**src/rtl/dfe_prl_pkg.sv**
```systemverilog
// Shared constants and helpers for the PAM-4 decision-feedback equalizer.
//   - PAM-4 level constants at the default symbol separation
//   - slicer threshold and level helpers, parameterised by separation
//   - post-cursor tap table (1/256 units, indexed 1..NUM_POST)
//   - two's-complement saturation helper
// The same tap table drives the equalizer and any channel model, so the two
// stay matched.
package dfe_prl_pkg;

   localparam int DEF_SEP = 56;

   localparam int LVL_P3 = (3 * DEF_SEP) / 2;
   localparam int LVL_P1 = DEF_SEP / 2;
   localparam int LVL_N1 = -LVL_P1;
   localparam int LVL_N3 = -LVL_P3;

   localparam int NUM_POST = 2;
   localparam int unsigned POST_TAP [1:NUM_POST] = '{64, 32};

   // Taps beyond the table are zero, so a longer PULSE_RESPONSE_LENGTH
   // simply adds inactive history.
   function automatic int unsigned post_tap(input int k);
      if (k >= 1 && k <= NUM_POST) return POST_TAP[k];
      return 0;
   endfunction

   function automatic int outer_level(input int sep);
      return (3 * sep) / 2;
   endfunction

   function automatic int inner_level(input int sep);
      return sep / 2;
   endfunction

   function automatic int thr_hi(input int sep);
      return sep;
   endfunction

   function automatic int thr_lo(input int sep);
      return -sep;
   endfunction

   // Clamp v into the r-bit signed range.
   function automatic int sat_signed(input int v, input int r);
      int hi;
      int lo;
      hi = (1 << (r - 1)) - 1;
      lo = -(1 << (r - 1));
      if (v > hi) return hi;
      if (v < lo) return lo;
      return v;
   endfunction

endpackage

```
**src/rtl/dfe_prl_slicer.sv**
```systemverilog
// pam4_slicer: combinational PAM-4 decision device.
//   y_i  saturated equalized sample (signed, R bits)
//   d_o  nearest PAM-4 level (signed, R bits)
module pam4_slicer
   import dfe_prl_pkg::*;
#(
   parameter int SIGNAL_RESOLUTION = 8,
   parameter int SYMBOL_SEPERATION = 56
) (
   input  logic signed [SIGNAL_RESOLUTION-1:0] y_i,
   output logic signed [SIGNAL_RESOLUTION-1:0] d_o
);

   localparam int R   = SIGNAL_RESOLUTION;
   localparam int OUT = outer_level(SYMBOL_SEPERATION);
   localparam int INN = inner_level(SYMBOL_SEPERATION);
   localparam int THH = thr_hi(SYMBOL_SEPERATION);
   localparam int THL = thr_lo(SYMBOL_SEPERATION);

   int y_int;

   always_comb begin
      y_int = int'(y_i);
      d_o   = R'(OUT);
      if (y_int < THL)      d_o = R'(-OUT);
      else if (y_int < 0)   d_o = R'(-INN);
      else if (y_int < THH) d_o = R'(INN);
   end

endmodule

```
**src/rtl/dfe_prl.sv**
```systemverilog
// dfe_prl: PAM-4 decision-feedback equalizer with a single-cycle feedback loop.
//   clk               clock
//   rstn              asynchronous active-low reset
//   signal_in         received sample with ISI (signed)
//   signal_in_valid   signal_in qualifier
//   signal_out        equalized, saturated sample, 1-cycle latency
//   signal_out_valid  signal_in_valid delayed by one cycle
// The decision for the current sample is written into the history on the
// same edge that registers signal_out, so the next sample already sees it.
module dfe_prl
   import dfe_prl_pkg::*;
#(
   parameter int PULSE_RESPONSE_LENGTH = 3,
   parameter int SIGNAL_RESOLUTION     = 8,
   parameter int SYMBOL_SEPERATION     = 56
) (
   input  logic                                clk,
   input  logic                                rstn,
   input  logic signed [SIGNAL_RESOLUTION-1:0] signal_in,
   input  logic                                signal_in_valid,
   output logic signed [SIGNAL_RESOLUTION-1:0] signal_out,
   output logic                                signal_out_valid
);

   localparam int R  = SIGNAL_RESOLUTION;
   localparam int YW = R + 4;
   localparam int PW = R + 12;
   localparam int NH = (PULSE_RESPONSE_LENGTH > 1) ? PULSE_RESPONSE_LENGTH - 1 : 1;
   localparam int NT = PULSE_RESPONSE_LENGTH - 1;

   logic signed [R-1:0]  hist_q [1:NH];
   logic signed [R-1:0]  out_q;
   logic                 vld_q;

   logic signed [YW-1:0] isi;
   logic signed [YW-1:0] y_full;
   logic signed [R-1:0]  y_sat;
   logic signed [R-1:0]  dec;

   logic signed [PW-1:0] h_ext;
   logic signed [PW-1:0] t_ext;
   logic signed [PW-1:0] prod;
   logic signed [PW-1:0] prod_sh;

   // Each product is floored on its own (arithmetic shift, no rounding)
   // before accumulation.
   always_comb begin
      isi     = '0;
      h_ext   = '0;
      t_ext   = '0;
      prod    = '0;
      prod_sh = '0;
      for (int k = 1; k <= NH; k++) begin
         h_ext   = PW'(hist_q[k]);
         t_ext   = (k <= NT) ? $signed(PW'(post_tap(k))) : '0;
         prod    = h_ext * t_ext;
         prod_sh = prod >>> 8;
         isi     = isi + YW'(prod_sh);
      end
      y_full = YW'(signal_in) - isi;
      y_sat  = R'(sat_signed(int'(y_full), R));
   end

   pam4_slicer #(
      .SIGNAL_RESOLUTION (SIGNAL_RESOLUTION),
      .SYMBOL_SEPERATION (SYMBOL_SEPERATION)
   ) u_slicer (
      .y_i (y_sat),
      .d_o (dec)
   );

   always_ff @(posedge clk or negedge rstn) begin
      if (!rstn) begin
         out_q <= '0;
         vld_q <= 1'b0;
         for (int k = 1; k <= NH; k++) hist_q[k] <= '0;
      end else begin
         vld_q <= signal_in_valid;
         if (signal_in_valid) begin
            out_q     <= y_sat;
            hist_q[1] <= dec;
            for (int k = NH; k >= 2; k--) hist_q[k] <= hist_q[k-1];
         end
      end
   end

   assign signal_out       = out_q;
   assign signal_out_valid = vld_q;

endmodule

```
**config.mk**
```make
export PLATFORM = sky130hd
export DESIGN_NAME = dfe_prl
export DESIGN_NICKNAME = d
export VERILOG_FILES = /design/src/rtl/dfe_prl_pkg.sv /design/src/rtl/dfe_prl_slicer.sv /design/src/rtl/dfe_prl.sv
export SDC_FILE = /design/constraint.sdc
export NUM_CORES = 1
export LEC_CHECK = 0
export CELL_PAD_IN_SITES_DETAIL_PLACEMENT = 1
export CELL_PAD_IN_SITES_GLOBAL_PLACEMENT = 1
export CORE_AREA = 2 2 62 64
export DETAILED_ROUTE_END_ITERATION = 8
export DIE_AREA = 0 0 64 66
export PLACE_DENSITY_LB_ADDON = 0.1
export SYNTH_ARGS = -nofsm -noshare
export SYNTH_HDL_FRONTEND = slang
export SYNTH_SLANG_ARGS = --single-unit
```
**constraint.sdc**
```tcl
create_clock -name clk -period 4.26 [get_ports clk]
set_input_delay 0.852 -clock clk [delete_from_list [all_inputs] [get_ports clk]]
set_output_delay 0.852 -clock clk [all_outputs]
set_load 0.05 [all_outputs]
```
## Yosys cells after proc, flatten, opt, wreduce, memory -nomap -nowiden

Cells that the tools add are included.

- Register bits after elaboration: 25
- Input port bits: 11
- Output and inout port bits: 9
- Word-level logic and storage cells: 21

- Add/sub/neg operators: 2
- Order comparisons: 5
- Muxes and demuxes: 10

Operator list:

| cell | count |
|---|---|
| 2-to-1 mux 8 bit | 5 |
| less-than comparator 8 x 7 -> 1 bit (second input constant) | 2 |
| 2-to-1 mux 7 bit | 2 |
| greater-than comparator 9 x 8 -> 1 bit (second input constant) | 1 |
| less-than comparator 9 x 8 -> 1 bit (second input constant) | 1 |
| subtractor 8 x 7 -> 9 bit | 1 |
| less-than comparator 8 x 1 -> 1 bit (second input constant) | 1 |
| adder 6 x 5 -> 7 bit | 1 |
| 2-to-1 mux 1 bit | 3 |

## Depth between registers and ports, before layout

Gate-level depths: netlist of run 1.

- Depth after elaboration: 11
- Mapped depth: 14
- Depth with buffers taken out: 14

## By module

From an unflattened synthesis of run 1, not the netlist that was laid out.

- Cell total of the unflattened synthesis: 161
- Area total of the unflattened synthesis: 1,541.5 um2

Modules (own cells, without submodules):

| module | instances | cells an instance | area an instance (um2) | sequential area each (um2) |
|---|---|---|---|---|
| dfe_prl | 1 | 146 | 1,433.9 | 500.5 |
| pam4_slicer | 1 | 15 | 107.6 | 0.0 |

## Least setup slack after synthesis of run 1

OpenSTA, ideal clock, no wires.

- Kind: input -> register
- Start: input signal_in[7]
- End: register hist_q[11] (netlist bit)
- Arrival time: 3.537 ns
- Required time: 4.140 ns
- Path slack: 0.602 ns
- Stages: 14
- Cell sequence: inv_1 > fa_1 > inv_1 > ha_1 > a21oi_1 > o211ai_1 > a31o_1 > nand2_1 > inv_2 > a311o_1 > ha_1 > nor2b_1 > o311ai_1 > o211a_1

- Word-level cells in the longest chain between the ends: 10
- Elaborated cells on any way between the ends: 16

Ends and longest elaborated chain:

| item | RTL line | RTL |
|---|---|---|
| start, declared | dfe_prl.sv:19 | `input logic signed [SIGNAL_RESOLUTION-1:0] signal_in,` |
| subtractor 8 x 7 -> 9 bit * | dfe_prl.sv:60 | `y_full = YW'(signal_in) - isi;` |
| greater-than comparator 9 x 8 -> 1 bit / less-than comparator 9 x 8 -> 1 bit (equally long branches) | dfe_prl_pkg.sv:49, dfe_prl_pkg.sv:50 |  |
| 2-to-1 mux 7 bit / 2-to-1 mux 1 bit (equally long branches) | dfe_prl_pkg.sv:49, dfe_prl_pkg.sv:50 |  |
| 2-to-1 mux 8 bit / 2-to-1 mux 1 bit (equally long branches) | dfe_prl_pkg.sv:50 | `if (v < lo) return lo;` |
| 2-to-1 mux 8 bit | dfe_prl_pkg.sv:51 | `return v;` |
| 2-to-1 mux 8 bit * | dfe_prl_pkg.sv:50 |  |
| less-than comparator 8 x 7 -> 1 bit | dfe_prl_slicer.sv:27 | `else if (y_int < THH) d_o = R'(INN);` |
| 2-to-1 mux 7 bit | dfe_prl_slicer.sv:27 |  |
| 2-to-1 mux 8 bit | dfe_prl_slicer.sv:26 | `else if (y_int < 0) d_o = R'(-INN);` |
| 2-to-1 mux 8 bit * | dfe_prl_slicer.sv:25 | `if (y_int < THL) d_o = R'(-OUT);` |
| end, declared | dfe_prl.sv:31 | `logic signed [R-1:0] hist_q [1:NH];` |

Every way passes the cells marked *; elsewhere a longest branch is shown, timed or not. The select of a mux whose other input is x is not followed.
A chain may end at the register's enable or synchronous reset.

## Final worst setup path of run 1

- Start: input signal_in[2]
- End: register hist_q[11] (netlist bit)

The elaborated chain is that of the path after synthesis.

==> results summary, run 1 <==
The flow ran to the end, and the final reports show no timing, DRC or antenna violations. The hold violation count in the final report is 0. TritonCTS built the clock tree. After clock tree synthesis, the repair step resized 0 gates. Along the worst path, the maximum fanout reaches 6. The via count of the first global-routing pass came out at 1276. The path class of the tightest hold or removal check is reg -> reg. STA classifies the critical path endpoint as a flip-flop. The data arrival time at the worst-slack endpoint is 4.14 ns. For this configuration, the core starts out at a cell density of between 40% and 50%. The global-route total usage across every layer is between 10% and 20%. The cell type group with the largest total delay on the critical path is compound AO/OA/AOI/OAI gates. Setup repair after global routing left no endpoint under its margin. The synthesis-to-finish area growth is 21.7%. The post-route worst setup slack came out at between 0.2 and 0.3 ns. The post-detailed-placement half-perimeter wirelength is 2.79 mm. The maximum root-to-sink buffer count came out at 2. The number of diodes came out at 0.

The weighted congestion reported at the end of routability-driven placement is ~0.8. In this design, the critical path's most frequently occurring cell is ha_1. The worst register-to-register path begins at h_ext[5]. The insertion delay of the later-clocked pin in the worst-skew pair is 0.28 ns. The flop-to-flop setup slack is about 0.7 ns. The number of antenna violations at the first check in global routing is 0. After the last flow step, the layout net total stands at 206. After layout, the worst path uses just over 90% of the clock period. The number of rows created at floorplan is 22.

The synthesized net count came out at 180. The final routed wire length divided by cell count came out at about 15 µm. The final sum of negative setup slack came out at 0 ns. The sum of routed wire length over all layers is 3.35 mm. The fraction of the yosys area taken by sequential cells came out at between 30% and 40%. The vertical extent of the die came out at around 66 µm. The via density per instance came out at 5.09. The number of setup violations in the final report is 0.

The type of the setup path with the least slack is in -> reg. The cell count after synthesis came out at 149. STA classifies the critical path startpoint as an input port. Sorting the synthesized cells by area gives the leading types as dfrtp_1 31%, fa_1 11%, ha_1 10%. The achievable frequency came out at between 200 and 300 MHz. TritonCTS created 3 clock buffers. The warning count from the yosys run came out at 0. The number of buffers inserted by port buffering is 19. During I/O placement, the number of pins put on the boundary was 20. The number of antenna-violating nets in the routed design came out at 0. The reg-to-reg endpoint is hist_q[11]. The sum of overflow across all layers after global routing is 0. Buffers added to address setup during post-CTS repair amount to 0. The mean instance size in the synthesized netlist came out at 9.74 µm². The final-report max-slew violation count is 0.

The maximum level of the CTS H-tree came out at 1. For hold timing, the worst endpoint is hist_q[10]. After detailed routing, the number of remaining DRC violations is 0. The slowest stage of the critical path belongs to the cell fa_1. The worst-margin pin slew is between 0.8 and 0.9 ns. The post-route minimum period came out at roughly 4.0 ns.

The count of buffer and inverter cells on the critical path came out at 1. The worst register-to-register path has a depth of 13. The floorplan die area is ~4200 µm².

The synthesized netlist contains 42 unique library cells. The number of maximum-capacitance violations came out at 0. Timing analysis after detailed placement gives a worst setup slack of -0.00967 ns.

The number of buffers inserted for hold repair after clock tree synthesis is 0. The largest net degree at the start of global routing came out at 27. The first-pass detailed-route iteration total came out at 4. In this run the most critical hold path is launched from hist_q[10]. The clock net in this run drives a total of 18 sinks. At the worst endpoint, the required time is 4.44 ns. The first-iteration detailed-routing DRC count came out at 43.

After synthesis the cells add up to 1450 µm². The headroom to the max-slew limit is a little over two fifths. The detailed router placed roughly 1100 vias in this run. Cells with a size suffix above 1 make up between 10% and 20% of the layout. The synthesized design spends more area on one cell type than any other, namely dfrtp_1. The number of flip-flops and latches in the synthesized netlist came out at 18. The layout filler cell count is 422. The critical path goes through clkdlybuf4s50_1 > fa_1 > ha_1 > a21oi_2 > a21boi_2 > o21a_1 > o21ai_0 > nand2_1 > a311o_1 > ha_1 > nor2b_1 > o311ai_1 > o211a_1. The top cell type by area accounts for 31.0% of the synthesized area. The width of the chip is between 60 and 70 µm.

The first global-routing pass estimated between 6 and 7 mm of wire. The floorplan step defined a core boundary enclosing 3550 µm². The largest single stage delay on the critical path is 0.49 ns. Clock tree synthesis selected as its root buffer the cell clkbuf_4. The clock transition at the register clock pins on the worst setup and hold paths after CTS is about 0.1 ns. The worst-case clock skew is about 0.0013 ns. Along the worst hold path, the cell count comes to 1.
Yosys cell counts, drive strengths merged:
library cell and number:
nand2 12, o211a 1, mux2i 1, nor2 3, buf 2, inv 23, nor2b 2, a41oi 1
and3 1, o31ai 1, nand2b 3, xnor2 4, or3 1, mux2 1, a22oi 1, nor3b 1
xor2 4, ha 12, nor4b 1, o311ai 1, a211oi 1, or2 1, a31o 1, a311o 1
clkbuf 3, a21boi 4, o22ai 7, o21ai 9, dfrtp 18, o311a 1, o211ai 4, fa 8
a21oi 13, o21a 2
worst reg2reg max path: stages (launching register included):
cell and delay [ns]:
dfrtp_1 0.42, inv_1 0.21, fa_1 0.47, ha_1 0.41, a21oi_2 0.24, a21boi_2 0.11, o21a_1 0.19, o21ai_0 0.27
nand2_1 0.08, a311o_1 0.30, ha_1 0.28, nor2b_1 0.18, o311ai_1 0.16, o211a_1 0.14
placed cells by master, fill, tap and decap left out, types with 2 or more instances in the layout:
master / n
clkdlybuf4s50_1: 19
ha_1: 12
o21a_1: 2
inv_1: 22
dfrtp_1: 18
fa_1: 8
nand2_1: 12
nor2_1: 3
o21ai_0: 7
nor2b_1: 2
o22ai_1: 7
xor2_1: 4
nand2b_1: 3
o211ai_1: 3
xnor2_1: 3
buf_4: 7
clkbuf_4: 3
a21oi_1: 12
a21boi_0: 3
state kept, by name, summed over array words and instances, names as in the netlist:
signal            flops
signal_out            8
hist_q                5
h_ext                 4
signal_out_valid      1
worst max path at each step:
stage / from / endpoint / cells after the start
final: signal_in[2] / hist_q[11] / 13
after CTS: signal_in[2] / hist_q[11] / 13
after global routing: signal_in[2] / hist_q[11] / 13
after detailed placement: signal_in[7] / hist_q[11] / 15
after global placement: signal_in[2] / hist_q[11] / 13
after floorplan: signal_in[7] / hist_q[11] / 14
metal layers:
metal / wire length [µm] / global-route usage [%] / vias to the layer above
met4: 51 / 5.98 / 0
li1: - / - / 560
met1: 1650 / 24.9 / 553
met3: 59 / 1.53 / 4
met5: 0 / 0 / -
met2: 1590 / 29.7 / 14
logic make-up after synthesis:
group / count (synthesis) / share of synthesized area [%]
xor gates and xnor gates: 8 / 6.12
buffers and inverters: 28 / 7.59
muxes: 2 / 1.47
adders and majority gates: 20 / 21.4
DFF: 18 / 31.0
AOI/OAI and AO/OA: 48 / 24.0
and+or+nand+nor: 25 / 8.45
through the flow:
| step | utilization, % | hold slack, ns | cells | area (µm²) |
|---|---|---|---|---|
| finish | 49.8 | 0.509 | 222 | 1770 |
| global route | 49.8 | 0.519 | 222 | 1770 |
| CTS | 49.8 | 0.509 | 222 | 1770 |
| detailed placement | 48.7 | 0.477 | 218 | 1730 |
| global placement | 48.7 | 0.456 | 218 | 1730 |
| floorplan | - | 0.440 | 149 | 1450 |
area by class of cell:
cell class	instances	area, µm²	area share, %
Inverter	23	86.3	4.89
Clock buffer	4	36.3	2.05
Timing Repair Buffer	26	243	13.7
Multi-Input combinational cell	103	891	50.4
Tap cell	48	60.1	3.40
Sequential cell	18	450	25.5
Power of run 1 is left out: the tool's default activity adds up to more than one toggle a clock period on the data nets, which glitch-free logic cannot reach.
==> run 2: changes to the inputs <==
- CAP_MARGIN: not set -> 40
==> results of run 2 <==
The final DEF is identical to that of run 1; final timing and power are the same.
Power of run 2 is left out for the same reason.
